`src/rtl/scroll_sequencer_pkg.sv`:
```
// Shared types and helpers for the scroll sequencer.
//   scrolling_t     latched scroll request (direction, step, margins, clear)
//   scroll_state_e  sequencer FSM states
//   is_copy_line    decides COPY versus FILL for one destination line
package scroll_sequencer_pkg;

  localparam int unsigned CONSOLE_COLUMNS = 80;
  localparam int unsigned CONSOLE_LINES   = 24;
  localparam int unsigned LINE_W          = 8;
  localparam logic [15:0] BLANK_CELL      = 16'h0720;

  typedef enum logic [2:0] {
    ST_IDLE,
    ST_COPY,
    ST_FILL,
    ST_REJECT,
    ST_DONE
  } scroll_state_e;

  typedef struct packed {
    logic              dir;
    logic [LINE_W-1:0] step;
    logic [LINE_W-1:0] top;
    logic [LINE_W-1:0] bottom;
    logic              clear;
  } scrolling_t;

  // A zero step still scrolls by one line.
  function automatic logic [LINE_W-1:0] eff_step(input logic [LINE_W-1:0] step);
    return (step == '0) ? LINE_W'(1) : step;
  endfunction

  // Compares are done in LINE_W+1 bits so top+step or dst+step cannot wrap.
  function automatic logic is_copy_line(input logic [LINE_W-1:0] dst,
                                        input logic [LINE_W-1:0] step,
                                        input logic [LINE_W-1:0] top,
                                        input logic [LINE_W-1:0] bottom,
                                        input logic              down,
                                        input logic              clear);
    logic [LINE_W:0] w_dst;
    logic [LINE_W:0] w_step;
    w_dst  = {1'b0, dst};
    w_step = {1'b0, step};
    if (clear) begin
      return 1'b0;
    end
    if (down) begin
      return w_dst >= ({1'b0, top} + w_step);
    end
    return (w_dst + w_step) <= {1'b0, bottom};
  endfunction

endpackage

```
`src/rtl/scroll_addr_gen.sv`:
```
// Line/column address generator for the scroll sequencer.
//   i_start      load first-line bases (accepted legal request)
//   i_next_line  step both line bases by one line (i_down selects direction)
//   i_copy       current cycle belongs to a COPY line
//   i_active_nxt next cycle is a COPY or FILL cycle; i_copy_nxt: it is COPY
//   o_last_col_c current cycle is the last one of its line
//   o_raddr / o_waddr / o_we / o_wsel_copy  registered RAM controls
module scroll_addr_gen
  import scroll_sequencer_pkg::*;
#(
  parameter int unsigned COLUMNS = CONSOLE_COLUMNS,
  parameter int unsigned AW      = 11
) (
  input  logic          clk,
  input  logic          rst_n,
  input  logic          i_start,
  input  logic [AW-1:0] i_dst_base0,
  input  logic [AW-1:0] i_src_base0,
  input  logic          i_next_line,
  input  logic          i_down,
  input  logic          i_copy,
  input  logic          i_active_nxt,
  input  logic          i_copy_nxt,
  output logic          o_last_col_c,
  output logic [AW-1:0] o_raddr,
  output logic [AW-1:0] o_waddr,
  output logic          o_we,
  output logic          o_wsel_copy
);

  localparam int unsigned   CW            = $clog2(COLUMNS + 1);
  localparam logic [AW-1:0] LINE_STRIDE   = AW'(COLUMNS);
  localparam logic [CW-1:0] COL_LAST_COPY = CW'(COLUMNS);
  localparam logic [CW-1:0] COL_LAST_FILL = CW'(COLUMNS - 1);

  logic [CW-1:0] r_col;
  logic [AW-1:0] r_dst_base;
  logic [AW-1:0] r_src_base;
  logic [AW-1:0] r_raddr;
  logic [AW-1:0] r_waddr;
  logic          r_we;
  logic          r_wsel_copy;

  logic [CW-1:0] w_col_nxt;
  logic [AW-1:0] w_dst_base_nxt;
  logic [AW-1:0] w_src_base_nxt;
  logic          w_we_nxt;
  logic          w_rd_nxt;
  logic [AW-1:0] w_raddr_nxt;
  logic [AW-1:0] w_waddr_nxt;

  // COPY spans COLUMNS+1 cycles (write trails read by one), FILL spans COLUMNS.
  assign o_last_col_c = i_copy ? (r_col == COL_LAST_COPY) : (r_col == COL_LAST_FILL);

  // Running line bases and column counter for the coming cycle.
  always_comb begin
    w_col_nxt      = r_col;
    w_dst_base_nxt = r_dst_base;
    w_src_base_nxt = r_src_base;
    if (i_start) begin
      w_col_nxt      = '0;
      w_dst_base_nxt = i_dst_base0;
      w_src_base_nxt = i_src_base0;
    end else if (i_next_line) begin
      w_col_nxt      = '0;
      w_dst_base_nxt = i_down ? (r_dst_base - LINE_STRIDE) : (r_dst_base + LINE_STRIDE);
      w_src_base_nxt = i_down ? (r_src_base - LINE_STRIDE) : (r_src_base + LINE_STRIDE);
    end else if (i_active_nxt) begin
      w_col_nxt = r_col + CW'(1);
    end
  end

  // RAM controls for the coming cycle; a COPY writes column k-1 while reading column k.
  always_comb begin
    w_we_nxt    = i_active_nxt & (~i_copy_nxt | (w_col_nxt != '0));
    w_rd_nxt    = i_copy_nxt & (w_col_nxt != COL_LAST_COPY);
    w_raddr_nxt = w_src_base_nxt + AW'(w_col_nxt);
    w_waddr_nxt = w_dst_base_nxt + AW'(w_col_nxt) - AW'(i_copy_nxt);
  end

  always_ff @(posedge clk or negedge rst_n) begin
    if (!rst_n) begin
      r_col       <= '0;
      r_dst_base  <= '0;
      r_src_base  <= '0;
      r_raddr     <= '0;
      r_waddr     <= '0;
      r_we        <= 1'b0;
      r_wsel_copy <= 1'b0;
    end else begin
      r_col       <= w_col_nxt;
      r_dst_base  <= w_dst_base_nxt;
      r_src_base  <= w_src_base_nxt;
      r_we        <= w_we_nxt;
      r_wsel_copy <= w_we_nxt & i_copy_nxt;
      if (w_rd_nxt) begin
        r_raddr <= w_raddr_nxt;
      end
      if (w_we_nxt) begin
        r_waddr <= w_waddr_nxt;
      end
    end
  end

  assign o_raddr     = r_raddr;
  assign o_waddr     = r_waddr;
  assign o_we        = r_we;
  assign o_wsel_copy = r_wsel_copy;

endmodule

```
`src/rtl/scroll_sequencer.sv`:
```
// Scroll sequencer: turns one scroll/clear request into line COPY/FILL traffic
// on the text-buffer RAM, one cell per cycle.
//   req_*      request handshake and fields (latched on req_valid & req_ready)
//   busy/done  busy from acceptance through the done pulse
//   ram_*      read port (1-cycle latency) and write port of the text buffer
module scroll_sequencer
  import scroll_sequencer_pkg::*;
#(
  parameter int unsigned       COLUMNS = CONSOLE_COLUMNS,
  parameter int unsigned       LINES   = CONSOLE_LINES,
  parameter int unsigned       CELL_W  = 16,
  parameter logic [CELL_W-1:0] BLANK   = CELL_W'(BLANK_CELL),
  localparam int unsigned      AW      = $clog2(COLUMNS * LINES)
) (
  input  logic              clk,
  input  logic              rst_n,
  input  logic              req_valid,
  output logic              req_ready,
  input  logic              req_dir,
  input  logic [7:0]        req_step,
  input  logic [7:0]        req_top,
  input  logic [7:0]        req_bottom,
  input  logic              req_clear,
  output logic              busy,
  output logic              done,
  output logic [AW-1:0]     ram_raddr,
  input  logic [CELL_W-1:0] ram_rdata,
  output logic              ram_we,
  output logic [AW-1:0]     ram_waddr,
  output logic [CELL_W-1:0] ram_wdata
);

  localparam logic [AW-1:0] LINE_STRIDE = AW'(COLUMNS);

  scroll_state_e     r_state;
  scroll_state_e     w_state_nxt;
  scrolling_t        r_req;
  logic [LINE_W-1:0] r_dst;
  logic              r_req_ready;
  logic              r_busy;
  logic              r_done;

  logic              w_accept;
  logic              w_start;
  logic              w_next_line;
  logic [LINE_W-1:0] w_in_step;
  logic              w_in_down;
  logic              w_in_illegal;
  logic [LINE_W-1:0] w_in_dst;
  logic [LINE_W-1:0] w_in_src;
  logic              w_in_copy;
  logic [AW-1:0]     w_dst_base0;
  logic [AW-1:0]     w_src_base0;
  logic              w_down;
  logic              w_last_line;
  logic [LINE_W-1:0] w_dst_adv;
  logic              w_adv_copy;
  logic              w_last_col;
  logic              w_active_nxt;
  logic              w_copy_nxt;
  logic              w_ready_nxt;
  logic              w_busy_nxt;
  logic              w_done_nxt;
  logic              w_wsel_copy;

  // Decode of the request at the acceptance edge.
  always_comb begin
    w_accept     = (r_state == ST_IDLE) & req_valid;
    w_in_step    = eff_step(req_step);
    w_in_down    = req_dir & ~req_clear;
    w_in_illegal = (req_top > req_bottom) || ({1'b0, req_bottom} >= (LINE_W + 1)'(LINES));
    w_start      = w_accept & ~w_in_illegal;
    w_in_dst     = w_in_down ? req_bottom : req_top;
    w_in_src     = w_in_down ? (req_bottom - w_in_step) : (req_top + w_in_step);
    w_in_copy    = is_copy_line(w_in_dst, w_in_step, req_top, req_bottom, w_in_down, req_clear);
    // Constant-coefficient product, needed once so the first RAM cycle has no bubble.
    w_dst_base0  = AW'(w_in_dst) * LINE_STRIDE;
    w_src_base0  = AW'(w_in_src) * LINE_STRIDE;
  end

  // Progress through the margin region with the latched request.
  always_comb begin
    w_down      = r_req.dir & ~r_req.clear;
    w_last_line = w_down ? (r_dst == r_req.top) : (r_dst == r_req.bottom);
    w_dst_adv   = w_down ? (r_dst - LINE_W'(1)) : (r_dst + LINE_W'(1));
    w_adv_copy  = is_copy_line(w_dst_adv, r_req.step, r_req.top, r_req.bottom, w_down, r_req.clear);
  end

  // FSM state register.
  always_ff @(posedge clk or negedge rst_n) begin
    if (!rst_n) begin
      r_state <= ST_IDLE;
    end else begin
      r_state <= w_state_nxt;
    end
  end

  // FSM next state; the per-line COPY/FILL choice is folded into the line transition.
  always_comb begin
    w_state_nxt = r_state;
    w_next_line = 1'b0;
    unique case (r_state)
      ST_IDLE: begin
        if (req_valid) begin
          if (w_in_illegal) begin
            w_state_nxt = ST_REJECT;
          end else begin
            w_state_nxt = w_in_copy ? ST_COPY : ST_FILL;
          end
        end
      end
      ST_COPY, ST_FILL: begin
        if (w_last_col) begin
          if (w_last_line) begin
            w_state_nxt = ST_DONE;
          end else begin
            w_next_line = 1'b1;
            w_state_nxt = w_adv_copy ? ST_COPY : ST_FILL;
          end
        end
      end
      ST_REJECT: w_state_nxt = ST_DONE;
      ST_DONE:   w_state_nxt = ST_IDLE;
      default:   w_state_nxt = ST_IDLE;
    endcase
  end

  // FSM outputs for the coming cycle.
  always_comb begin
    w_ready_nxt  = (w_state_nxt == ST_IDLE);
    w_busy_nxt   = (w_state_nxt != ST_IDLE);
    w_done_nxt   = (w_state_nxt == ST_DONE);
    w_copy_nxt   = (w_state_nxt == ST_COPY);
    w_active_nxt = (w_state_nxt == ST_COPY) || (w_state_nxt == ST_FILL);
  end

  always_ff @(posedge clk or negedge rst_n) begin
    if (!rst_n) begin
      r_req_ready <= 1'b1;
      r_busy      <= 1'b0;
      r_done      <= 1'b0;
    end else begin
      r_req_ready <= w_ready_nxt;
      r_busy      <= w_busy_nxt;
      r_done      <= w_done_nxt;
    end
  end

  // Request latch and current destination line.
  always_ff @(posedge clk or negedge rst_n) begin
    if (!rst_n) begin
      r_req <= '0;
      r_dst <= '0;
    end else if (w_accept) begin
      r_req <= '{dir: req_dir, step: w_in_step, top: req_top, bottom: req_bottom, clear: req_clear};
      r_dst <= w_in_dst;
    end else if (w_next_line) begin
      r_dst <= w_dst_adv;
    end
  end

  scroll_addr_gen #(
    .COLUMNS (COLUMNS),
    .AW      (AW)
  ) u_addr_gen (
    .clk          (clk),
    .rst_n        (rst_n),
    .i_start      (w_start),
    .i_dst_base0  (w_dst_base0),
    .i_src_base0  (w_src_base0),
    .i_next_line  (w_next_line),
    .i_down       (w_down),
    .i_copy       (r_state == ST_COPY),
    .i_active_nxt (w_active_nxt),
    .i_copy_nxt   (w_copy_nxt),
    .o_last_col_c (w_last_col),
    .o_raddr      (ram_raddr),
    .o_waddr      (ram_waddr),
    .o_we         (ram_we),
    .o_wsel_copy  (w_wsel_copy)
  );

  // The RAM read register is the read-to-write stage, so copy data passes straight through.
  assign ram_wdata = w_wsel_copy ? ram_rdata : BLANK;
  assign req_ready = r_req_ready;
  assign busy      = r_busy;
  assign done      = r_done;

endmodule

```
`config.mk`:
```
export PLATFORM = sky130hd
export DESIGN_NAME = scroll_sequencer
export DESIGN_NICKNAME = d
export VERILOG_FILES = /design/src/rtl/scroll_sequencer_pkg.sv /design/src/rtl/scroll_addr_gen.sv /design/src/rtl/scroll_sequencer.sv
export SDC_FILE = /design/constraint.sdc
export NUM_CORES = 1
export LEC_CHECK = 0
export ABC_AREA = 1
export CAP_MARGIN = 0
export CELL_PAD_IN_SITES_DETAIL_PLACEMENT = 0
export CELL_PAD_IN_SITES_GLOBAL_PLACEMENT = 1
export CORE_MARGIN = 1
export CORE_UTILIZATION = 47
export CTS_BUF_LIST = sky130_fd_sc_hd__clkbuf_4 sky130_fd_sc_hd__clkbuf_8
export CTS_CLUSTER_SIZE = 14
export DETAILED_ROUTE_END_ITERATION = 8
export PLACE_DENSITY = 0.91
export REMOVE_ABC_BUFFERS = 1
export SYNTH_ARGS = -nofsm -noshare
export SYNTH_HDL_FRONTEND = slang
export SYNTH_SLANG_ARGS = --single-unit
```
`constraint.sdc`:
```
create_clock -name clk -period 12.5 [get_ports clk]
set_clock_uncertainty 0.15 [all_clocks]
set_input_delay 2.5 -clock clk [delete_from_list [all_inputs] [get_ports clk]]
set_output_delay 2.5 -clock clk [all_outputs]
set_load 0.05 [all_outputs]
```
**Yosys cells after proc, flatten, opt, wreduce, memory -nomap -nowiden**

Index checks and enable logic that the tools add are counted.

- Bits of input ports: 45
- Output and inout port bits: 42
- Word-level logic and storage cells: 115
- Register bits after elaboration: 93

- Multipliers: 2
- Reductions and logical operators: 9
- Bitwise gates (word level): 12
- $lt $le $gt $ge: 6
- Equal/unequal tests: 11
- Muxes and demuxes: 42
- $add $sub $neg: 16

Operators with widths:

| operator | count |
|---|---|
| $mux W11 | 6 |
| $mux W8 | 6 |
| $add A8 B8 Y9 | 4 |
| $add A11 B7 Y11 | 2 |
| $add A11 B7 Y11 const B | 2 |
| $sub A11 B7 Y11 const B | 2 |
| $mux W7 | 3 |
| $mux W1 | 19 |
| $ge A8 B9 Y1 | 2 |
| $le A9 B8 Y1 | 2 |
| $eq A8 B8 Y1 | 2 |
| $mul A8 B3 Y7 const B | 2 |
| $mux W16 | 1 |
| $eq A7 B7 Y1 const B | 2 |
| $sub A11 B1 Y11 | 1 |
| $eq A3 B2 Y1 const B | 3 |
| $mux W3 | 3 |
| $pmux W3 S3 | 1 |
| $add A8 B1 Y8 const B | 1 |
| $add A8 B8 Y8 | 1 |
| $ge A8 B5 Y1 const B | 1 |
| $gt A8 B8 Y1 | 1 |
| $logic_not A8 Y1 | 1 |
| $sub A8 B1 Y8 const B | 1 |
| other kinds (15) | 29 |

**Longest topological paths before layout**

- Depth in word-level cells: 20
- Gate-level depth with buffers: 57
- Mapped depth without buffers: 55

**Modules after synthesis**

Synthesis repeated with hierarchy kept, for this count alone.

- Cells, all modules: 1232
- Area, all modules: 8959.8 µm²

Modules (own cells, without submodules):

| module | sequential area each (µm²) | cells each | area each (µm²) | instances |
|---|---|---|---|---|
| scroll_sequencer | 1002.2 | 760 | 5245.0 | 1 |
| scroll_addr_gen | 1326.3 | 472 | 3714.8 | 1 |

**Worst setup path after synthesis**

Ideal clock, no wire load.

- Path type: input to register
- Start point: input port req_dir
- End point: register u_addr_gen.r_waddr[10], in the netlist u_addr_gen.o_waddr[10]
- Path buffers: 2
- Required time: 12.232 ns
- Stages on the path: 46
- Library setup time: 0.118 ns
- Slack: 4.149 ns
- Data arrival time: 8.083 ns
- Cells stage by stage: inv_1 > nor2_1 > clkbuf_1 > clkbuf_1 > nand2_1 > o21ai_0 > ha_1 > a21o_1 > a31oi_1 > xor2_1 > ha_1 > nand2_1 > nor2_1 > nand2_1 > nand3_1 > nand2_1 > nand2_1 > nand2_1 > (+10 left out) > ha_1 > inv_1 > ha_1 > inv_1 > fa_1 > o21ai_0 > a21oi_1 > inv_1 > a21oi_1 > nor2_1 > nor2_1 > o21bai_1 > nand2_1 > nand2_1 > a21oi_1 > xor2_1 > nand2_1 > nand2_1

- Cells in the longest elaborated chain, start to end: 18
- Elaborated cells on any way between the ends: 28
- Classes of those cells: add/sub (3); mul (1); order compare (2); eq/ne (2); mux (14); bitwise (4); reduce/logical (2)

RTL lines:

| element | RTL line | source |
|---|---|---|
| from (decl) | scroll_sequencer.sv:19 | `input logic req_dir,` |
| $and A1 B1 Y1 (*) | scroll_sequencer.sv:70 | `w_in_down = req_dir & ~req_clear;` |
| $mux W8 | scroll_sequencer.sv:73 | `w_in_dst = w_in_down ? req_bottom : req_top;` |
| $add A8 B8 Y9 / $ge A8 B9 Y1 (equally long branches) | scroll_sequencer_pkg.sv:50, scroll_sequencer_pkg.sv:48 |  |
| $le A9 B8 Y1 / $mux W1 (equally long branches) | scroll_sequencer_pkg.sv:50, scroll_sequencer_pkg.sv:47 |  |
| $mux W1 (*) | scroll_sequencer_pkg.sv:50 | `return (w_dst + w_step) <= {1'b0, bottom};` |
| $mux W1 (*) | scroll_sequencer_pkg.sv:47 | `if (down) begin` |
| $mux W2 (*) | scroll_sequencer.sv:108 | `w_state_nxt = w_in_copy ? ST_COPY : ST_FILL;` |
| $mux W2 (*) | scroll_sequencer.sv:105 | `if (w_in_illegal) begin` |
| $mux W3 (*) | scroll_sequencer.sv:104 | `if (req_valid) begin` |
| $pmux W3 S3 (*) | scroll_sequencer.sv:102 | `unique case (r_state)` |
| net w_state_nxt[0] | scroll_sequencer.sv:36 | `scroll_state_e w_state_nxt;` |
| parallel branches: the longest is 8 deep, another holds $add A11 B7 Y11 | - |  |
| to (signal assigned) | scroll_addr_gen.sv:100 | `r_waddr <= w_waddr_nxt;` |
| to (decl) | scroll_addr_gen.sv:40 | `logic [AW-1:0] r_waddr;` |

Mark *: on every way through the listed nets, which the timed path passes. The select of a mux whose other input is x is not followed.
A chain may end at the register's enable or synchronous reset.

**Worst setup path after layout**

- Start point: input port req_dir
- End point: register u_addr_gen.r_waddr[10], in the netlist u_addr_gen.o_waddr[10]

- Cells in the longest elaborated chain, start to end: 18
- Elaborated cells on any way between the ends: 28
- Classes of those cells: add/sub (3); mul (1); order compare (2); eq/ne (2); mux (14); bitwise (4); reduce/logical (2)

RTL lines:

| element | RTL line |
|---|---|
| $and A1 B1 Y1 (*) | scroll_sequencer.sv:70 |
| parallel branches: the longest is 17 deep, another holds $add A8 B8 Y9 | - |

Mark *: on every way between the ends. The select of a mux whose other input is x is not followed.

==> impl_results.md <==
- Status: completed
- CTS buffer count: 9
- Post-synthesis sequential area ratio: 26.5%
- Largest cells by area after synthesis: dfrtp_1, ha_1, nand2_1, inv_1, nand3_1
- CP Launch Type: input pin
- Clk root buf: clkbuf_8
- CTS tree: done
- CTS Hold Bufs: 0
- Non-Filler Instances: 1,525
- Largest net degree at the start of global routing: 80
- Initial antenna violation count: 0
- Top-count cell post-synth: nand2_1
- Drc violations: 0
- Final WL: 22,100 um
- Yosys cell types: 50
- Top cell type's share of synthesized area: between 20% and 30%
- Total grt overflow: 0
- Die height: 139 um
- Total GRT Usage: 24.1%
- WHS Endpoint: done
- Tmin final: 9.23 ns
- Max clock buf depth: 2
- CP Launch Point: req_dir
- DIE WIDTH: roughly 140 um
- Worst slew pin tran: 1.07 ns
- Post-synth EDFFs: 0
- IO buf count: 86
- Slew Limit Headroom: between 20% and 30%
- Detail Placement HPWL: 17,900 um
- Via-to-Cell Ratio: approximately 5.1
- DP Worst Slack: 2.92 ns
- Post-synth top area cell: dfrtp_1
- CP dominant cell by count: nand2_1
- First-pass GRT wire length: 37,000 um
- Cell row count: 49
- Max Fclk: 108 MHz
- Yosys synthesis warning count: 0
- Reg2reg path depth: 52
- Gpl congestion: just under 0.9
- Synth Register Bits: between 90 and 100
- Min-delay worst type: reg -> reg
- Crit path kind: in -> reg
- Top cells by count, synth: nand2_1, inv_1, ha_1
- Setup-failing EPs final: 0
- Slowest CP cell: clkdlybuf4s50_1
- Final count of hold timing violations: 0
- Nets: 1,466
- Post-Synthesis Cells: 1,218
- Syn Area/Cell: 7.20 um2
- Worst r2r dst: u_addr_gen.o_waddr[10]
- Final Max Tran Viols: 0
- Unrepaired setup endpoints after global routing: no
- MaxCap Viol Count: 0
- Ys async rst share: 100%
- Share of layout cells above drive strength 1: under 10%
- CP max stage delay: 0.45 ns
- Crit. End Element: register
- DRT antenna net count: 0
- Synthesized area: 8770 um2
- Required time worst endpoint: ~13 ns
- Post-CTS repair timing setup buffer count: 0
- Sinks on Clock Net: 93
- FF-to-FF Start: r_req[25]
- WHS Path Cells: 1
- Clock latency on the worst-skew pair: between 0.3 and 0.4 ns
- Fin worst setup slack: around 3.3 ns
- Final period util: 73.9%
- R2R setup slack: 4.67 ns
- Initial Utilization: 48.3%
- Worst-path fanout max: 23
- Top_reg_cell synth: dfrtp_1
- Io pins: 87
- DR WL/cell: about 15 um
- Reg clk slew, reported paths: ~0.090 ns
- Core box area: between 15,000 and 20,000 um2
- DRC marker count from the first detailed-route iteration: 455
- CP Data Arrival Time: 9.34 ns
- Placed Cells: approximately 1,500
- Die Area: approximately 19,000 um2
- DR pass1 iterations: 5
- Post-cts resize count: 0
- Hold path start: r_state[2]
- H-tree Lvls: 3
- Setup TNS: 0 ns
- Layout area overhead: 14.3%
- # diodes: 0
- Via count: 7,811
- Number of global-route vias before repair: between 7,000 and 8,000
metal layers:
layer / GRT usage [%] / wire, um / share of wire [%] / vias up
li1: - / - / - / 4047
met2: 39.8 / 10200 / 46 / 152
met3: 3.00 / 843 / 3.8 / 26
met4: 6.09 / 357 / 1.6 / 0
met5: 0 / 0 / 0 / -
met1: 33.4 / 10700 / 48 / 3586
metrics by stage:
| stage | hold slack [ns] | utilization, % | cell area (um2) |
|---|---|---|---|
| CTS | 0.327 | 55.3 | 10000 |
| detailed placement | 0.304 | 54.2 | 9830 |
| floorplan | 0.286 | - | 8630 |
| global placement | 0.301 | 54.2 | 9830 |
| finish | 0.329 | 55.3 | 10000 |
| global route | 0.340 | 55.3 | 10000 |
area by class of cell:
type	instances	area (um2)
multi-input combinational	887	5520
fill	1797	8120
tap	229	287
timing repair buffer	93	911
sequential	93	2330
inverter	207	782
clock buffer	9	124
clock inverter	7	77.6
worst max path at each step:
stage | end | slack [ns] | cells past startpoint
detailed placement | u_addr_gen.o_waddr[10] | 2.92 | 47
finish | u_addr_gen.o_waddr[10] | 3.27 | 47
global route | u_addr_gen.o_waddr[10] | 2.55 | 47
CTS | u_addr_gen.o_waddr[10] | 3.29 | 47
global placement | u_addr_gen.o_waddr[10] | 3.11 | 47
floorplan | u_addr_gen.o_waddr[10] | 3.61 | 45
cells by family (layout without fill, tap and decap cells):
| logic type | count (synthesis) | count (layout) | share of synthesized area [%] |
|---|---|---|---|
| AOI/OAI and AO/OA | 174 | 174 | 11.4 |
| and+or+nand+nor | 515 | 515 | 25.4 |
| adders and majority gates | 130 | 130 | 19.3 |
| buffers and inverters | 238 | 316 | 10.5 |
| xor gates and xnor gates | 68 | 68 | 6.79 |
| DFF | 93 | 93 | 26.5 |
flip-flops by register name, summed over array words and instances (netlist names):
signal                  flops
u_addr_gen.o_we             1
u_addr_gen.r_col            7
r_dst                       8
req_ready                   1
r_state                     3
r_req                      26
done                        1
u_addr_gen.o_wsel_copy      1
u_addr_gen.r_src_base      11
u_addr_gen.r_dst_base      11
u_addr_gen.o_waddr         11
u_addr_gen.o_raddr         11
busy                        1
critical path: cells and delay by family:
kind / cells / cell delay, ns
fa+ha+maj: 6 / 1.82
simple gates: 22 / 1.80
compound gates: 8 / 1.53
buf+inv: 9 / 1.40
xor+xnor: 2 / 0.25
cells in the final DEF, fill, tap and decap left out, drive strengths merged, types with 9 or more instances in the layout:
cell / Yosys / layout
a21oi: 53 / 53
clkbuf: 24 / 9
clkdlybuf4s50: 0 / 85
dfrtp: 92 / 92
fa: 9 / 9
ha: 121 / 121
inv: 205 / 209
nand2: 344 / 344
nand3: 76 / 76
nand4: 12 / 12
nor2: 67 / 67
o211ai: 11 / 11
o21ai: 75 / 75
xnor2: 29 / 29
xor2: 39 / 39
Power is left out: the tool's default activity adds up to more than one toggle a clock period on the data nets, which glitch-free logic cannot reach.
==> patch 1 (same settings) <==
Change the parameter `CELL_W` from 16 to 12.
--- a/src/rtl/scroll_sequencer.sv
+++ b/src/rtl/scroll_sequencer.sv
@@ -8,7 +8,7 @@
 #(
   parameter int unsigned       COLUMNS = CONSOLE_COLUMNS,
   parameter int unsigned       LINES   = CONSOLE_LINES,
-  parameter int unsigned       CELL_W  = 16,
+  parameter int unsigned       CELL_W  = 12,
   parameter logic [CELL_W-1:0] BLANK   = CELL_W'(BLANK_CELL),
   localparam int unsigned      AW      = $clog2(COLUMNS * LINES)
 ) (
Interface: changed (resized ram_rdata and ram_wdata); port bits go from 87 to 79. The function was not compared with the original's and may differ.
==> patch 1 against the original RTL <==
Routed wire length decreased by 1.4%; synthesized cell count fell by 2.1%; count of clock-buffer cells in the layout grew 2; sequential share of layout area up 0.41 points; sequential cell count is the same; setup slack worse by 55 ps; synthesized area decreased by 1.1%; cell area down 1.7%; critical endpoint unchanged; fmax shrank 0.59%.
Power is left out: the tool's default activity adds up to more than one toggle a clock period on the data nets, which glitch-free logic cannot reach.
==> patch 1: results (changes against the original RTL) <==
- Post-synthesis sequential area ratio: 26.85% (was 26.55%)
- Top delay family on crit path: simple AND/OR/NAND/NOR gates (was adder cells)
- Synth top cells by count: 315 x nand2_1, 189 x inv_1, 121 x ha_1 (was 334 x nand2_1, 198 x inv_1, 121 x ha_1)
- Initial DRC Count: 448 (was 455)
- WL met2: 9821 um (was 10,200 um)
- Status: finished, final reports clean (unchanged)
- Hold Startpoint: u_addr_gen.r_dst_base[2] (was r_state[2])
- Max layer used: met4 (unchanged)
- Global-route wire length before repair: 36,160 um (was 37,010 um)
- Top cells by area, synth: dfrtp_1 27%, ha_1 17%, nand2_1 14%, inv_1 8.2%, xor2_1 4.5% (was dfrtp_1 26%, ha_1 17%, nand2_1 14%, inv_1 8.5%, nand3_1 4.2%)
- Gr usage total: 24.74% (was 24.10%)
- Slew headroom: 39.05% (was 28.78%)
- Multiplexer share of the synthesized area: 0.1154% (was 0%)
- Port Buffers: 78 (was 86)
- DR vias/cell: 5.134 (was 5.122)
- Cells on worst reg2reg path: 51 (was 52)
- WHS Path Cells: 2 (was 1)
- Synth Area in Compound Gates: 11.82% (was 11.43%)
- Routed wire length: 21,830 um (was 22,140 um)
- Hpwl dp: 17,610 um (was 17,930 um)
- DRT met1 WL: 10,600 um (was 10,740 um)
- Vias in the first global route: 7,311 (was 7,466)
- GRT met2 Usage: 39.45% (was 39.78%)
- FF-to-FF setup slack: 4230 ps (was 4670 ps)
- First-pass DRT Iterations: 5 (unchanged)
- Largest net degree at the start of global routing: 67 (was 80)
- Clock buffer depth: 2 (unchanged)
- Proportion of layout cells with a drive suffix above 1: 5.213% (was 4.861%)
- Synth warnings: 0 (unchanged)
- Worst R2R End: u_addr_gen.o_waddr[10] (unchanged)
- Depth of the CTS H-tree: 3 (unchanged)
- Post-CTS Setup Bufs: 0 (unchanged)
- Filler cells: 1,788 (was 1,797)
- Max Fanout on Critical Path: 22 (was 23)
- Crit path DAT: 9420 ps (was 9340 ps)
- Endpoint, Worst Hold: u_addr_gen.r_dst_base[2] (was done)
- Distinct cells, synth: 52 (was 50)
- Met3 Usage GRT: 3.790% (was 3.004%)
- Final nets: 1,432 (was 1,466)
- Post-synthesis adder-cell area fraction: 19.54% (was 19.32%)
- Met3 WL: 1070 um (was 843 um)
- GRT met1 Usage: 34.80% (was 33.44%)
- CTS clock-pin slew for the worst setup and hold paths: approximately 100 ps
- Xor-xnor portion of the synthesized cell area: 7.172% (was 6.790%)
- GPL Wtd Cong: 0.8822 (was 0.8922)
patch 1: cell count changes after synthesis, sizes merged, moves of 4 or more:
cell,before,now
inv,205,196
nand2,344,326
nand3,76,81
nand3b,5,1
nor2,67,63
xor2,39,45
patch 1: per-stage QoR:
step	instances	worst slack, ps	hold WS, ps	util (%)	area (um2)
6_report	1495	3212	331.2	54.68	9856
2_1_floorplan	1163	3510	286.0	-	8531
3_3_place_gp	1479	3001	299.8	53.61	9663
4_1_cts	1495	3221	335.3	54.68	9856
3_5_place_dp	1479	2813	307.3	53.61	9663
5_1_grt	1495	2513	349.3	54.68	9856
patch 1: cell type report:
class / count / share of cell area [%]
Clock buffer: 11 / 1.536
Clock inverter: 5 / 0.4189
Inverter: 198 / 7.566
Multi-Input combinational cell: 872 / 55.36
Sequential cell: 93 / 23.63
Tap cell: 229 / 2.907
Timing Repair Buffer: 87 / 8.582
==> patch 2 (same flow settings) <==
Without the edit above. Reset style: synchronous (`rst_n`), changed in 4 clocked blocks.
--- a/src/rtl/scroll_addr_gen.sv
+++ b/src/rtl/scroll_addr_gen.sv
@@ -78,7 +78,7 @@
     w_waddr_nxt = w_dst_base_nxt + AW'(w_col_nxt) - AW'(i_copy_nxt);
   end
 
-  always_ff @(posedge clk or negedge rst_n) begin
+  always_ff @(posedge clk) begin
     if (!rst_n) begin
       r_col       <= '0;
       r_dst_base  <= '0;
--- a/src/rtl/scroll_sequencer.sv
+++ b/src/rtl/scroll_sequencer.sv
@@ -87,7 +87,7 @@
   end
 
   // FSM state register.
-  always_ff @(posedge clk or negedge rst_n) begin
+  always_ff @(posedge clk) begin
     if (!rst_n) begin
       r_state <= ST_IDLE;
     end else begin
@@ -134,7 +134,7 @@
     w_active_nxt = (w_state_nxt == ST_COPY) || (w_state_nxt == ST_FILL);
   end
 
-  always_ff @(posedge clk or negedge rst_n) begin
+  always_ff @(posedge clk) begin
     if (!rst_n) begin
       r_req_ready <= 1'b1;
       r_busy      <= 1'b0;
@@ -147,7 +147,7 @@
   end
 
   // Request latch and current destination line.
-  always_ff @(posedge clk or negedge rst_n) begin
+  always_ff @(posedge clk) begin
     if (!rst_n) begin
       r_req <= '0;
       r_dst <= '0;
Check against the original RTL: differs if rst_n is asserted again (counterexample within 4 cycles, from zero or initial values and one cycle with rst_n low); with rst_n held inactive, the same outputs for 4 cycles.
==> patch 2 against the original RTL <==
Setup slack worse by 1000 ps; sequential cell count stayed put; cell area is 2.8% lower; synthesized area is 2.1% lower; critical path type unchanged; routed wire length is 1.3% higher.
==> patch 2: results (changes against the original RTL) <==
- Initial antenna violation count: 0 (unchanged)
- Vias in the first global route: 7,289 (was 7,466)
- Status: finished, final reports clean (unchanged)
- Synth top cells by count: 299 x nand2_1, 198 x inv_1, 137 x nor2_1 (was 334 x nand2_1, 198 x inv_1, 121 x ha_1)
- Fraction of area in multi-input gates: 59.03% (was 55.03%)
- CTS sink cnt: 93 (unchanged)
- Min cycle time layout: 10,230 ps (was 9233 ps)
- Largest register FFs: 26 (unchanged)
- FF/Latch Area: 1862 um2 (was 2328 um2)
- Min Hold Slack: 305.4 ps (was 328.9 ps)
- Post-synth ARST share: 0% (was 100.0%)
- Logic inverters: 203 (was 207)
- Dpl ws: 1823 ps (was 2916 ps)
- Crit-path slowest cell: o21ai_0 (was clkdlybuf4s50_1)
- Met3 Usage GRT: 3.222% (was 3.004%)
- CTS root buf: clkbuf_8 (unchanged)
- Worst Hold Class: flop to flop (unchanged)
- CTS clock-pin slew for the worst setup and hold paths: 100 ps
- Routed wire length: 22,440 um (was 22,140 um)
- Top delay family on crit path: simple AND/OR/NAND/NOR gates (was adder cells)
- Slew Viols, Final: 0 (unchanged)
- GRT met1 Usage: 36.75% (was 33.44%)
- Final nets: 1,536 (was 1,466)
- Gr usage total: 25.12% (was 24.10%)
- # hold bufs at CTS: 0 (unchanged)
- Clock buffer depth: 2 (unchanged)
- Buffering overhead: 9.142% (was 9.083%)
- Largest net degree at the start of global routing: 45 (was 80)
- Initial DRC Count: 627 (was 455)
- Post-cts sizing count: 0 (unchanged)
- Hpwl dp: 17,740 um (was 17,930 um)
- Leakage: ~5 nW
- DR vias/cell: 5.151 (was 5.122)
- Clock-cell share of area: 1.965% (was 2.009%)
- Max Fanout on Critical Path: 25 (was 23)
- Proportion of layout cells with a drive suffix above 1: 3.587% (was 4.861%)
- Top cells by area, synth: dfxtp_1 22%, ha_1 18%, nand2_1 13%, inv_1 8.7%, nor2_1 6.0% (was dfrtp_1 26%, ha_1 17%, nand2_1 14%, inv_1 8.5%, nand3_1 4.2%)
- Distinct cells, synth: 46 (was 50)
- Slew headroom: 34.20% (was 28.78%)
- CP peak stage delay: 660 ps (was 450 ps)
- Crit path DAT: 10,400 ps (was 9340 ps)
- Post-CTS Setup Bufs: 0 (unchanged)
- Clock buffer count from CTS: 9 (unchanged)
- Global-route wire length before repair: 36,600 um (was 37,010 um)
- Post-synthesis sequential area ratio: 21.68% (was 26.55%)
- Filler cells: 1,839 (was 1,797)
- Cells on worst reg2reg path: 50 (was 52)
- Dominant synthesized flop cell: dfxtp_1 (was dfrtp_1)
- GPL Wtd Cong: 0.8923 (was 0.8922)
- GRT met2 Usage: 38.52% (was 39.78%)
- Most flops, register: r_req (unchanged)
- Depth of the CTS H-tree: 3 (unchanged)
- Buffers, non-clock: 90 (was 93)
- WHS Path Cells: 2 (was 1)
- Skew-Pair Late Insertion Delay: 390 ps (was 370 ps)
- First-pass DRT Iterations: 5 (unchanged)
- Sw Pwr: 0.5805 mW
- FF-to-FF setup slack: 4220 ps (was 4670 ps)
- Multi-In Gates: 964 (was 887)
[patch 2: cell count changes in the layout (fill, tap and decap cells not counted), moves of 6 or more]
cell,delta
a21oi_1,+32
dfrtp_1,-92
dfxtp_1,+93
nand2_1,-35
nand3_1,+7
nor2_1,+79
o211ai_1,-6
xnor2_1,-7
[patch 2: per-layer routing]
layer | wire length [um] | part of all wire, %
met1 | 11260 | 50
met2 | 9505 | 42
met3 | 1331 | 5.9
met4 | 337 | 1.5
met5 | 0 | 0
[patch 2: tightest hold or removal path, cell delays in order, from the launching register on]
cell and delay, ps:
dfxtp_1 310, nand2_1 70, nor2_1 40
[patch 2: logic make-up after synthesis]
logic type               count (synthesis)  share of synthesized area [%]
AO/OA/AOI/OAI                          210                          13.74
XOR/XNOR                                64                          6.529
AND/OR/NAND/NOR                        560                          26.99
adder cells (fa/ha/maj)                130                          19.73
flip-flops                              93                          21.68
buffers and inverters                  247                          11.32
[patch 2: final timing paths]
kind	start	to
min	u_addr_gen.r_dst_base[0]	u_addr_gen.r_dst_base[0]
max	req_dir	u_addr_gen.o_waddr[10]
max reg2reg	r_req[25]	u_addr_gen.o_waddr[10]
min reg2reg	u_addr_gen.r_dst_base[0]	u_addr_gen.r_dst_base[0]
[patch 2: stage by stage]
stage	instance area [um2]	cells	power, mW
global route	9744	1595	1.369
global placement	9553	1579	1.042
finish	9744	1595	1.248
CTS	9744	1595	1.256
floorplan	8376	1260	0.8677
detailed placement	9553	1579	1.050
[patch 2: power groups by stage]
stage | sequential, mW | clock, mW | combinational, mW
global placement | 0.368 | 0 | 0.674
floorplan | 0.429 | 0 | 0.438
global route | 0.368 | 0.222 | 0.779
CTS | 0.362 | 0.208 | 0.686
finish | 0.362 | 0.203 | 0.683
detailed placement | 0.369 | 0 | 0.682
